<file path="config.mk">
export PLATFORM = sky130hd
export DESIGN_NAME = regfile_wb_queue_flat
export DESIGN_NICKNAME = d
export VERILOG_FILES = /design/src/rtl/regfile_wb_queue_pkg.sv /design/src/rtl/regfile_wb_queue_if.sv /design/src/rtl/regfile_wb_queue_fwd_match.sv /design/src/rtl/regfile_wb_queue.sv /design/src/flat_wrapper.sv
export SDC_FILE = /design/constraint.sdc
export NUM_CORES = 1
export LEC_CHECK = 0
export ABC_AREA = 1
export BUFFER_PORTS_ARGS = -buffer_cell sky130_fd_sc_hd__clkbuf_2
export CAP_MARGIN = 30
export CORE_UTILIZATION = 45
export DETAILED_ROUTE_END_ITERATION = 8
export GPL_TIMING_DRIVEN = 0
export PLACE_DENSITY = 0.75
export RECOVER_POWER = 25
export SYNTH_ARGS = -nofsm -noshare
export SYNTH_HDL_FRONTEND = slang
export SYNTH_SLANG_ARGS = --single-unit
</file>
<file path="constraint.sdc">
create_clock -name clk -period 1.8 [get_ports clk]
set_clock_uncertainty 0.1 [all_clocks]
set_input_delay 0.27 -clock clk [delete_from_list [all_inputs] [get_ports clk]]
set_output_delay 0.27 -clock clk [all_outputs]
set_load 0.02 [all_outputs]
</file>
<file path="src/rtl/regfile_wb_queue_pkg.sv">
// regfile_wb_queue_pkg: types and constants shared by the write-back queue
// and the neighbouring pipeline stages.
//   WBQ_AW / WBQ_DW : register address / data widths of the 16x32 register file
//   REG_LINK/REG_PC : architectural link and program-counter register numbers
//   wbq_entry_t     : one pending register-file write {rw, data}
package regfile_wb_queue_pkg;

  localparam int WBQ_AW = 4;
  localparam int WBQ_DW = 32;

  localparam logic [WBQ_AW-1:0] REG_LINK = 4'd14;
  localparam logic [WBQ_AW-1:0] REG_PC   = 4'd15;

  typedef struct packed {
    logic [WBQ_AW-1:0] rw;
    logic [WBQ_DW-1:0] data;
  } wbq_entry_t;

endpackage

</file>
<file path="src/rtl/regfile_wb_queue_if.sv">
// regfile_wb_queue_if: enqueue handshake from the completion stage.
//   in_valid : producer has a write to enqueue
//   in_ready : queue can accept this cycle
//   in_rw    : destination register
//   in_data  : result value
// master = producer, slave = write-back queue.
interface regfile_wb_queue_if #(
  parameter int AW = 4,
  parameter int DW = 32
);

  logic          in_valid;
  logic          in_ready;
  logic [AW-1:0] in_rw;
  logic [DW-1:0] in_data;

  modport master (output in_valid, output in_rw, output in_data, input in_ready);
  modport slave  (input in_valid, input in_rw, input in_data, output in_ready);

endinterface

</file>
<file path="src/rtl/regfile_wb_queue_fwd_match.sv">
// wbq_fwd_match: searches the pending-write array for a register address and
// returns the youngest matching entry.
//   ents  : queue storage, indexed by slot
//   vmask : per-slot valid bits
//   head  : slot of the oldest entry
//   count : queue occupancy
//   addr  : register address being read
//   hit   : a pending write to addr exists
//   data  : value of the youngest such write
module wbq_fwd_match
  import regfile_wb_queue_pkg::*;
#(
  parameter int DEPTH = 4,
  parameter int AW    = WBQ_AW,
  parameter int DW    = WBQ_DW
) (
  input  wbq_entry_t                 ents [DEPTH],
  input  logic [DEPTH-1:0]           vmask,
  input  logic [$clog2(DEPTH)-1:0]   head,
  input  logic [$clog2(DEPTH):0]     count,
  input  logic [AW-1:0]              addr,
  output logic                       hit,
  output logic [DW-1:0]              data
);

  localparam int PW = $clog2(DEPTH);
  localparam int CW = PW + 1;

  logic [PW-1:0] idx;

  // Walk oldest to youngest so a later match overrides an earlier one.
  always_comb begin
    hit  = 1'b0;
    data = '0;
    idx  = '0;
    for (int unsigned k = 0; k < DEPTH; k++) begin
      idx = PW'(head + PW'(k));
      if ((CW'(k) < count) && vmask[idx] && (ents[idx].rw == addr)) begin
        hit  = 1'b1;
        data = ents[idx].data;
      end
    end
  end

endmodule

</file>
<file path="src/rtl/regfile_wb_queue.sv">
// regfile_wb_queue: in-order FIFO of pending register-file writes, drained
// one entry per cycle into the register file's single write port.
//   clk, Reset        : clock, asynchronous active-low reset
//   enq (slave)       : enqueue handshake (in_valid/in_ready/in_rw/in_data)
//   wb_en             : register file may be written this cycle
//   flush             : synchronous discard of all queued writes
//   RegWrite/Rw/RFin  : register-file write port
//   Ra/Rb, RFout1/2   : register-file read addresses and raw read data
//   rd1/rd2           : read data after bypass
//   count/empty/full  : occupancy
// Optional feature: define WBQ_BYPASS_EN to forward pending writes onto
// rd1/rd2; otherwise the raw read data passes straight through.
module regfile_wb_queue
  import regfile_wb_queue_pkg::*;
#(
  parameter int DEPTH = 4,
  parameter int DW    = WBQ_DW,
  parameter int AW    = WBQ_AW
) (
  input  logic                   clk,
  input  logic                   Reset,
  regfile_wb_queue_if.slave      enq,
  input  logic                   wb_en,
  input  logic                   flush,
  output logic                   RegWrite,
  output logic [AW-1:0]          Rw,
  output logic [DW-1:0]          RFin,
  input  logic [AW-1:0]          Ra,
  input  logic [AW-1:0]          Rb,
  input  logic [DW-1:0]          RFout1,
  input  logic [DW-1:0]          RFout2,
  output logic [DW-1:0]          rd1,
  output logic [DW-1:0]          rd2,
  output logic [$clog2(DEPTH):0] count,
  output logic                   empty,
  output logic                   full
);

  localparam int PW = $clog2(DEPTH);
  localparam int CW = PW + 1;

  wbq_entry_t    mem [DEPTH];
  logic [PW-1:0] head;
  logic [PW-1:0] tail;
  logic [CW-1:0] cnt;
  logic          do_enq;

  assign empty        = (cnt == '0);
  assign full         = (cnt == CW'(DEPTH));
  // No fall-through: a full queue refuses input even while draining.
  assign enq.in_ready = !full && !flush;
  assign do_enq       = enq.in_valid && enq.in_ready;
  assign RegWrite     = !empty && wb_en && !flush;
  assign Rw           = mem[head].rw;
  assign RFin         = mem[head].data;
  assign count        = cnt;

  always_ff @(posedge clk or negedge Reset) begin
    if (!Reset) begin
      head <= '0;
      tail <= '0;
      cnt  <= '0;
      for (int unsigned i = 0; i < DEPTH; i++) mem[i] <= '0;
    end else if (flush) begin
      head <= '0;
      tail <= '0;
      cnt  <= '0;
    end else begin
      if (do_enq) begin
        mem[tail] <= '{rw: enq.in_rw, data: enq.in_data};
        tail      <= tail + 1'b1;
      end
      if (RegWrite) head <= head + 1'b1;
      if (do_enq && !RegWrite)      cnt <= cnt + 1'b1;
      else if (!do_enq && RegWrite) cnt <= cnt - 1'b1;
    end
  end

`ifdef WBQ_BYPASS_EN
  logic [DEPTH-1:0] vmask;
  logic             hit1;
  logic             hit2;
  logic [DW-1:0]    fwd1;
  logic [DW-1:0]    fwd2;

  // Slot i is live when its distance from head (mod DEPTH) is below count.
  always_comb begin
    vmask = '0;
    for (int unsigned i = 0; i < DEPTH; i++)
      vmask[i] = CW'(PW'(i - head)) < cnt;
  end

  wbq_fwd_match #(.DEPTH(DEPTH), .AW(AW), .DW(DW)) u_fwd1 (
    .ents(mem), .vmask(vmask), .head(head), .count(cnt), .addr(Ra),
    .hit(hit1), .data(fwd1)
  );

  wbq_fwd_match #(.DEPTH(DEPTH), .AW(AW), .DW(DW)) u_fwd2 (
    .ents(mem), .vmask(vmask), .head(head), .count(cnt), .addr(Rb),
    .hit(hit2), .data(fwd2)
  );

  assign rd1 = hit1 ? fwd1 : RFout1;
  assign rd2 = hit2 ? fwd2 : RFout2;
`else
  logic unused_raddr;
  assign unused_raddr = ^{Ra, Rb};
  assign rd1 = RFout1;
  assign rd2 = RFout2;
`endif

endmodule
</file>
<file path="src/flat_wrapper.sv">
// flat-port wrapper written by rule: the top's interface ports become plain ports
module regfile_wb_queue_flat import regfile_wb_queue_pkg::*;
#(
  parameter int DEPTH = 4,
  parameter int DW    = WBQ_DW,
  parameter int AW    = WBQ_AW
)
  (clk, Reset, wb_en, flush, RegWrite, Rw, RFin, Ra, Rb, RFout1, RFout2, rd1, rd2, count, empty, full, enq_in_valid, enq_in_rw, enq_in_data, enq_in_ready);
  regfile_wb_queue_if #(.AW(AW), .DW(DW)) enq_i ();
  input  logic clk;
  input  logic Reset;
  input  logic wb_en;
  input  logic flush;
  output logic RegWrite;
  output logic [AW-1:0] Rw;
  output logic [DW-1:0] RFin;
  input  logic [AW-1:0] Ra;
  input  logic [AW-1:0] Rb;
  input  logic [DW-1:0] RFout1;
  input  logic [DW-1:0] RFout2;
  output logic [DW-1:0] rd1;
  output logic [DW-1:0] rd2;
  output logic [$clog2(DEPTH):0] count;
  output logic empty;
  output logic full;
  input wire logic [$bits(enq_i.in_valid)-1:0] enq_in_valid;
  input wire logic [$bits(enq_i.in_rw)-1:0] enq_in_rw;
  input wire logic [$bits(enq_i.in_data)-1:0] enq_in_data;
  output wire logic [$bits(enq_i.in_ready)-1:0] enq_in_ready;
  assign enq_i.in_valid = enq_in_valid;
  assign enq_i.in_rw = enq_in_rw;
  assign enq_i.in_data = enq_in_data;
  assign enq_in_ready = enq_i.in_ready;
  regfile_wb_queue #(.DEPTH(DEPTH), .DW(DW), .AW(AW)) u_core (.clk(clk), .Reset(Reset), .enq(enq_i), .wb_en(wb_en), .flush(flush), .RegWrite(RegWrite), .Rw(Rw), .RFin(RFin), .Ra(Ra), .Rb(Rb), .RFout1(RFout1), .RFout2(RFout2), .rd1(rd1), .rd2(rd2), .count(count), .empty(empty), .full(full));
endmodule
</file>
* Word-level counts from Yosys, hierarchy flattened
Cells that the tools add are included.
Word-level totals: bits in read-only memories 0, input port bits 113, RAM bits 0, register bits 151, output and inout port bits 107, memories 0, latch bits 0, logic and storage cells 52
Operators by class: shift-type cells 0, $mul 0, divide/modulo/power cells 0, mux-type cells 13, add/sub/neg operators 4, $lt $le $gt $ge 3, reduce and logical (&&, ||, !) cells 17, eq/ne operators 1, bitwise operators 3
Operators by type and width (count):
- $bwmux W144 | 1
- $mux W36 | 3
- $bmux W36 S2 | 1
- $demux W36 S2 | 1
- $mux W3 | 3
- $mux W2 | 4
- $logic_and A1 B1 Y1 | 7
- $ge A3 B3 Y1 const B | 2
- $not A2 Y3 | 2
- $logic_not A1 Y1 | 5
- $add A2 B1 Y2 const B | 2
- $reduce_bool A2 Y1 | 2
- $add A3 B1 Y3 const B | 1
- $eq A3 B3 Y1 const B | 1
- $logic_not A3 Y1 | 1
- $lt A3 B1 Y1 const B | 1
- $reduce_bool A3 Y1 | 1
- $sub A3 B1 Y3 const B | 1
- $reduce_and A2 Y1 | 1
- $not A1 Y1 | 1

* Longest topological paths before layout
Gate-level depths: netlist of run 1.
depth in word-level cells 9, gate-level depth with buffers 12, depth with buffers taken out 12

* Least setup slack after synthesis of run 1
OpenSTA, ideal clock, no wires.
path type flip-flop to flip-flop, start register u_core.cnt[1] (netlist: u_core.count[1]), end register u_core.cnt[2] (netlist: u_core.count[2]), cell stages (with the launch flop) 12, path slack -0.251 ns, arrival time 1.834 ns, period minus slack after synthesis 2.051 ns, library setup time 0.117 ns, cell sequence dfrtp_1 > nor2_2 > a21oi_1 > nand3_1 > inv_1 > fa_1 > xnor2_1 > inv_1 > nand2_1 > nand2_1 > nand2_1 > nand2_1
Between the ends: elaborated cells on any way between the ends 18, classes of those cells add/sub (2); eq/ne (1); mux (3); reduce/logical (12)
RTL lines:
- from (decl) | RTL line regfile_wb_queue.sv:45 | logic [CW-1:0] cnt;
- from (signal assigned) | RTL line regfile_wb_queue.sv:74 | if (do_enq && !RegWrite) cnt <= cnt + 1'b1;
- from (signal assigned) | RTL line regfile_wb_queue.sv:75 | else if (!do_enq && RegWrite) cnt <= cnt - 1'b1;
- $eq A3 B3 Y1 * | RTL line regfile_wb_queue.sv:49 | assign full = (cnt == CW'(DEPTH));
- $logic_not A1 Y1 * | RTL line regfile_wb_queue.sv:51 | assign enq.in_ready = !full && !flush;
- $logic_and A1 B1 Y1 * | RTL line regfile_wb_queue.sv:51
- net enq_in_ready | RTL line flat_wrapper.sv:29 | output wire logic [$bits(enq_i.in_ready)-1:0] enq_in_ready;
- $logic_and A1 B1 Y1 * | RTL line regfile_wb_queue.sv:52 | assign do_enq = enq.in_valid && enq.in_ready;
- $logic_and A1 B1 Y1 or $logic_not A1 Y1 (tied branches) | RTL line regfile_wb_queue.sv:74, regfile_wb_queue.sv:75
- $mux W3 or $logic_and A1 B1 Y1 (tied branches) | RTL line regfile_wb_queue.sv:74, regfile_wb_queue.sv:75
- $mux W3 or $reduce_bool A3 Y1 (tied branches)
Mark *: on every way through the listed nets, which the timed path passes. The rest lies on a longest branch. The select of a mux whose other input is x is not followed. A chain may end at the register's enable or synchronous reset.

* Worst setup path after layout of run 1
start register u_core.head[0], end output Rw[1]
Between the ends: cells in the longest elaborated chain, start to end 4
Ends and longest elaborated chain:
- from (decl) | RTL line regfile_wb_queue.sv:43 | logic [PW-1:0] head;
- from (signal assigned) | RTL line regfile_wb_queue.sv:73 | if (RegWrite) head <= head + 1'b1;
- $not A2 Y3 (implied by the code) | RTL line regfile_wb_queue.sv:54 | assign Rw = mem[head].rw;
- $bmux W36 S2 | RTL line regfile_wb_queue.sv:54
- $mux W36 (implied by the code) (2 in a row) | RTL line regfile_wb_queue.sv:54
- to (decl) | RTL line flat_wrapper.sv:15 | output logic [AW-1:0] Rw;
Every way passes these cells. The select of a mux whose other input is x is not followed.

==> run summary, run 1 <==
Traced cell by cell, the critical path runs through clkbuf_4, o21ai_0, o22ai_2, clkbuf_8. Setup repair after global routing could not meet its margin everywhere. The cell class contributing the biggest share of worst-path delay is compound AO/OA/AOI/OAI gates.

The tools report the data required time at the worst endpoint as 1.43 ns. Launching instance or port of the critical path: u_core.head[0]$_DFFE_PN0P_. Counting I/O delays and the setup requirement, the final critical path takes 2.19 ns. The starting DRC count in detailed routing came out at 743.

After synthesis the cells add up to 7460 sq um. The initialized floorplan defines 46 standard-cell rows. TritonCTS created 17 clock buffers.

The synthesized design spends more area on one cell type than any other, namely dfrtp_1. The largest fanout of any net on the critical path works out to 10. For flop-to-flop paths, the worst setup slack is -0.08 ns. The routed design has 25400 um of wire.

Input and output buffers added on the ports amount to 147. For this block, the via count after detailed routing is 7132. Across the run, the number of max-cap violations was 0. The mean instance size in the synthesized netlist is 9.03 sq um, and the final max-slew violation count is 0. Across all hold checks on the routed design, the worst slack comes to 0.0199 ns. The run gives 16100 sq um as the area of the core. Synthesis produced a netlist whose cell count is 826.

The setup slack of the critical path after layout was -0.387 ns. The critical path in this run is classified as flip-flop to primary output. The placer's final routability congestion estimate was 0.794; the number of global-route vias before repair was 6775. For the part of the Yosys area used for sequential elements, the log shows 50.6%. The logs give 36000 um for the first-pass GRT wire length and 220 for the top-level port count. Following the worst setup path forward leads to its endpoint at Rw[1]. In the final layout, flip-flops and latches occupy 3780 sq um.

The final reports fail on negative setup slack. The post-detailed-route via-to-cell ratio came out at 5.68. The share of Yosys cell area claimed by the top area cell type is 50.6%.

The tools report the type of destination of the critical path as a primary output. Counting along the longest clock path gives a buffer depth of 2. The worst-margin pin slew was 0.970 ns; the static power due to leakage was 5.16 nW. The die is 131 um tall. The number of antenna diodes in the final layout is 0. In the post-synthesis netlist, the biggest area contributors are dfrtp_1, nand2_1, o21ai_1. The endpoint identified for the worst register-to-register timing path is u_core.mem[45]$_DFFE_PN0P_. Clock-pin slew was measured on the worst setup and hold paths at 0.06 ns. Headroom to the max-slew limit came out at 35.3%. For the worst flop-to-flop path, the logic depth is 9. In this run the number of cells on the critical path is 4. CTS saw 151 sinks.

For the post-DP HPWL, the log shows 13700 um. The beginning of the worst register-to-register path was u_core.count[0]$_DFFE_PN0P_. The run gives 86 as the pin count of the biggest net entering global routing. The delay of the slowest cell on the worst path was 0.46 ns; the width of the chip was 131 um. The critical path data arrival time was 1.82 ns. After filler insertion, the fill cell instance count of the layout stands at 1153.

The worst hold-check path type is input pin to flip-flop. The worst setup path is launched from a flip-flop. Clock latency of the later-clocked register in the worst-skew pair: 0.42 ns. In the finished design, the share of the clock period the worst path needs comes to 122%.

The total power per unit cell area works out to 1740 nW/um^2. The logs give 0 for the final-report hold violation count and -0.467 ns for the setup slack after placement. In the final routed layout, each cell accounts on average for 20.2 um. The tree is rooted in a clkbuf_16.

Timing would allow up to 457 MHz. The highest ir drop seen on vdd is 0.962 mV, and the number of unique standard cell types used by synthesis is 26. For the net count reported at finish, the log shows 1144. The die covers 17100 sq um. The number of optimization iterations in the first detailed-route pass is 7. Cells fill 67.4% of the core in the end. The fraction of final layout cells sized beyond drive strength 1 is 43.5%, and the worst path buffer plus inverter count is 2. For the number of nets in the synthesized netlist, the log shows 944.

From synthesis to final layout, the design area changed by 45.0%. Global routing used 28.5% of the available tracks across all layers. The launch instance of the worst min-delay path is flush.

For the Yosys warning count, the log shows 0. The largest individual stage delay along the critical path comes from the cell dfrtp_2. The number of design rule violations left after detail routing came out at 0.

The initial antenna violation count is 0, and the multi-input logic area is 3300 sq um. The H-tree generated during clock tree synthesis spans 4 levels. The initial cell density of the core is 46.5%. Global routing finished with a remaining overflow of 0. Number of storage elements in the synthesis netlist: 151. TritonCTS built the clock tree. Setup violations remaining at the end of the flow were counted as 37. Setup total negative slack on the finished layout was measured at -11.05 ns.

The detail route stage leaves a number of antenna-violating nets equal to 0. The run finished, with violations left.
-- sequential cells by signal (all words and copies together) (netlist names) --
register,count
u_core.count,3
u_core.head,2
u_core.mem,144
u_core.tail,2
-- report_power, final --
part / leakage, nW / internal, mW / switching (mW)
clock network: 0.297 / 2.38 / 1.43
logic: 2.94 / 4.08 / 4.73
registers: 1.93 / 4.99 / 1.27
-- per-layer routing --
layer	track usage [%]	part of all wire, %
met3	6.15	9.3
met5	0	0
met4	14.5	6.0
met2	49.0	49
met1	33.6	36
-- repair_timing --
| action | CTS | global route |
|---|---|---|
| hold endpoints to repair | 66 | 0 |
| gates cloned | 15 | 3 |
| pin swaps | 40 | 30 |
| setup endpoints to repair | 38 | 40 |
| hold buffers | 1 | 0 |
| buffers inserted | 15 | 1 |
| resized for setup | 243 | 175 |
-- cell usage after synthesis --
library cell / number
inv_1: 48
inv_6: 1
buf_2: 5
nand2_2: 2
xnor2_1: 1
nand2_1: 159
dfrtp_1: 151
nand2_4: 4
o22ai_1: 36
clkbuf_2: 1
clkbuf_1: 16
nor2_1: 74
nor3_1: 1
ha_1: 4
buf_4: 64
nor2_2: 1
nand3_1: 2
clkbuf_8: 12
fa_1: 1
buf_6: 16
o21ai_1: 100
nand3_4: 1
a21oi_1: 4
o21ai_2: 46
o21ai_0: 75
inv_2: 1
-- layout make-up --
type                            instances  area share, %
Tap cell                              216           2.50
Timing Repair inverter                  2          0.301
Multi-Input combinational cell        511           30.5
Clock inverter                         13           1.64
Buffer                                114           11.6
Clock buffer                           19           4.19
Sequential cell                       151           35.0
Timing Repair Buffer                  179           12.2
Inverter                               50           2.07
-- layout by cell type (no fill, tap or decap), types with 4 or more instances in the layout --
master and instances:
buf_12 5, buf_16 4, buf_4 87, buf_6 31
buf_8 11, bufinv_16 4, clkbuf_1 64, clkbuf_16 29
clkbuf_2 44, clkbuf_4 4, clkbuf_8 31, clkinv_2 4
clkinvlp_4 5, dfrtp_1 146, dfrtp_2 5, ha_1 4
inv_1 45, nand2_1 158, nand2_4 6, nor2_1 34
nor2_2 24, nor2_4 17, o21ai_0 14, o21ai_1 107
o21ai_2 86, o21ai_4 14, o22ai_1 9, o22ai_2 25
-- metrics by stage --
step	total power [mW]	instance area, sq um	cells
global placement	11.3	8500	1189
floorplan	9.72	7500	826
global route	19.8	10800	1255
detailed placement	11.5	8540	1190
CTS	17.4	10400	1253
finish	18.9	10800	1255
-- logic make-up after synthesis --
kind of cell               after synthesis  share of synthesized area (%)
and+or+nand+nor                        244                           13.0
AOI/OAI and AO/OA                      261                           20.4
buffers and inverters                  164                           14.9
adders and majority gates                5                          0.939
xor gates and xnor gates                 1                          0.117
DFF                                    151                           50.6
-- worst min-delay path by stage --
stage	cells after the start	endpoint
2_1_floorplan	0	u_core.count[0]$_DFFE_PN0P_
3_3_place_gp	2	u_core.mem[58]$_DFFE_PN0P_
4_1_cts	2	u_core.head[0]$_DFFE_PN0P_
3_5_place_dp	1	u_core.mem[79]$_DFFE_PN0P_
6_report	2	u_core.head[0]$_DFFE_PN0P_
5_1_grt	2	u_core.head[0]$_DFFE_PN0P_
No activity file was read; power rests on OpenSTA's default activity.
==> run 2, diff against run 1 <==
CTS_BUF_LIST = sky130_fd_sc_hd__clkbuf_16   (was unset)
==> run summary, run 2 (synthesized netlist as in run 1, its figures left out) <==
The flow ran to the end, but the final reports show violations. The final reports fail on negative setup slack. The tools report the net count reported at finish as 1140 (-0.35%). The tools report the clock root buffer as clkbuf_16.

The total inserted antenna cells is 0 (unchanged). The area of the core is 16100 sq um (unchanged). The number of cells on the worst reg-to-reg path was 11 (+2). The first-pass GRT wire length is 35400 um (-1.6%), and the proportion of total power due to net switching is 38.7% (-0.70 points). Leaving out fill and tap cells, the most frequent cells in the layout are nand2_1, dfrtp_1, o21ai_1, buf_4, o21ai_2. The total power per unit cell area is 1720 nW/um^2 (-1.5%), and the highest ir drop seen on vdd is 0.959 mV (-0.38%). The clock input transition at the sequential cells of the worst setup and hold paths is 0.06 ns (about the same), and the placer's final routability congestion estimate is 0.794 (unchanged). The clock network fraction of design power was 20.8% (+0.6 points). The worst max-slew margin expressed relative to the limit was 35.8% (+0.42 points).

The tools report the reg-to-reg critical path endpoint as u_core.count[2]$_DFFE_PN0P_. The largest fanout of any net on the critical path was 8 (-2). Worst hold-check path type: input pin to flip-flop.

The worst setup path category was flip-flop to primary output. The worst setup path is captured at a primary output. The width of the chip is 131 um (unchanged). The net load switching power was 6.94 mW (-6.6%); the internal cell power was 11.0 mW (-3.8%). The largest buffer count on any clock path was 2 (unchanged); the wire length per cell was 19.0 um (-6.1%).

The count of nets left with antenna violations after detail routing is 0 (unchanged), and the setup slack of the critical path after layout is -0.365 ns (+0.0223 ns). The final period demand of the worst path was 2.16 ns (-0.0223 ns); the number of design rule violations left after detail routing was 0 (unchanged). The run gives 0 (unchanged) as the reported max-cap violation count. The cell area reported after detailed placement came out at 8540 sq um (unchanged).

The initial cell density of the core is 46.5% (unchanged). The data required time at the worst endpoint was 1.43 ns (about the same). The post-DP HPWL was 13700 um (unchanged). Number of optimization iterations in the first detailed-route pass: 5 (-2). The fraction of final layout cells sized beyond drive strength 1 is 39.7% (-3.8 points). Register with the highest flop count: u_core.mem.

The final max-slew violation count was 0 (unchanged); the H-tree depth was 4 (unchanged). Relative contribution of sequential cells to total power: 34.0% (+0.9 points). The residual overflow from global routing was 0 (unchanged). The final-layout fill cell count is 1260 (+9.3%).

The worst setup path is launched from a flip-flop. The run gives 3060 sq um (-7.1%) as the multi-input logic area. For the fraction of power consumed by combinational cells, the log shows 45.2% (-1.5 points). The area of all placed cells without fillers came out at 10400 sq um (-3.5%). The tools report the beginning of the worst register-to-register path as u_core.count[0]$_DFFE_PN0P_.

The logs give 65.0% (-2.4 points) for the core utilization of the finished layout and 220 (unchanged) for the top-level port count. The critical path data arrival time came out at 1.79 ns (-0.03 ns). The post-detailed-route via-to-cell ratio was 5.55 (-2.4%); the TritonCTS buffer count was 17 (unchanged). The CTS sink count was 151 (unchanged); the area of all sequential standard cells was 3780 sq um (unchanged).

Setup repair after global routing could not meet its margin everywhere. Overall routed net length: 23700 um (-6.4%). TritonCTS built the clock tree.

The logs give -0.467 ns (unchanged) for the setup slack after placement and 462 MHz (+1.0%) for the highest clock frequency the design can meet. The library cell used most frequently in the layout, excluding fill and tap cells, is nand2_1. The critical path ends at RFin[0]. For the post-route total power, the log shows 18.0 mW (-4.9%). The register-to-register path setup slack is 0.02 ns (+0.10 ns), and the worst-margin pin slew is 0.963 ns (-0.00636 ns).

The clock latency of the later-clocked register in the worst-skew pair was 0.43 ns (about the same). The die area was 17100 sq um (unchanged); the pin count of the biggest net entering global routing was 86 (unchanged). The static power due to leakage was 5.07 nW (-1.9%); the accumulated negative setup slack was -10.79 ns (+0.264 ns). Relative to the synthesized area, the layout overhead comes to 39.9%. The cell row count was 46 (unchanged). The final setup violation count is 36 (-2.7%). In this run the worst setup path begins at u_core.head[0]$_DFFE_PN0P_. The flip-flop count of the largest register, all copies and words added was 144 (unchanged); the initial antenna violation count was 0 (unchanged).

The logs give 6608 (-2.5%) for the number of global-route vias before repair and 28.2% (-0.32 points) for the total global-route track usage. The quantity of I/O buffers inserted on ports was 147 (unchanged); the final period utilization was 120% (-1.2 points). The height of the die was 131 um (unchanged). Starting DRC count in detailed routing: 687 (-7.5%). The final-report hold violation count is 0 (unchanged), and the overall via count from detail_route is 6941 (-2.7%).
## run 2: power groups by stage
stage,Clock (mW),Sequential [mW],Combinational (mW)
final,3.73,6.10,8.12
after global routing,3.87,6.24,8.73
after CTS,3.72,5.90,7.54
after detailed placement,0,5.83,5.70
after global placement,0,5.77,5.57
after floorplan,0,5.67,4.05
## run 2: timing repair
action                                 CTS  global route
pin swaps                               33            19
buffers inserted                        14             0
gates resized for setup                231           113
hold buffers                             1             0
endpoints found under the hold margin   66             0
gates cloned                            14             1
setup endpoints to repair               38            40
## run 2: worst max-delay path: stages (launching register included)
cell       delay (ns)
dfrtp_2          0.43
buf_12           0.21
clkbuf_16        0.19
o21ai_2          0.07
o22ai_2          0.25
clkbuf_8         0.20
## run 2: layout make-up
type / instances / share of cell area (%)
Buffer: 114 / 11.9
Clock buffer: 17 / 4.07
Clock inverter: 15 / 1.77
Inverter: 50 / 2.03
Multi-Input combinational cell: 511 / 29.3
Sequential cell: 151 / 36.2
Tap cell: 216 / 2.59
Timing Repair Buffer: 175 / 11.8
Timing Repair inverter: 2 / 0.312
## run 2: per-layer routing
| metal | share of wire (%) | global-route usage, % |
|---|---|---|
| met1 | 38 | 33.9 |
| met2 | 51 | 48.3 |
| met3 | 7.8 | 5.46 |
| met4 | 4.0 | 14.2 |
| met5 | 0 | 0 |
## run 2: worst min path at each step
stage,from,endpoint,slack [ns],depth (start not counted)
6_report,flush,u_core.head[0]$_DFFE_PN0P_,0.02,2
5_1_grt,flush,u_core.head[0]$_DFFE_PN0P_,0.04,2
4_1_cts,flush,u_core.head[0]$_DFFE_PN0P_,0.01,2
3_5_place_dp,Reset,u_core.mem[79]$_DFFE_PN0P_,0.20,1
3_3_place_gp,u_core.mem[58]$_DFFE_PN0P_,u_core.mem[58]$_DFFE_PN0P_,0.36,2
2_1_floorplan,Reset,u_core.count[0]$_DFFE_PN0P_,-0.13,0
## run 2: through the flow
stage	hold WS (ns)	cells
after floorplan	-0.126	826
after global placement	0.359	1189
after detailed placement	0.202	1190
after CTS	0.0135	1251
after global routing	0.0422	1251
final	0.0178	1251
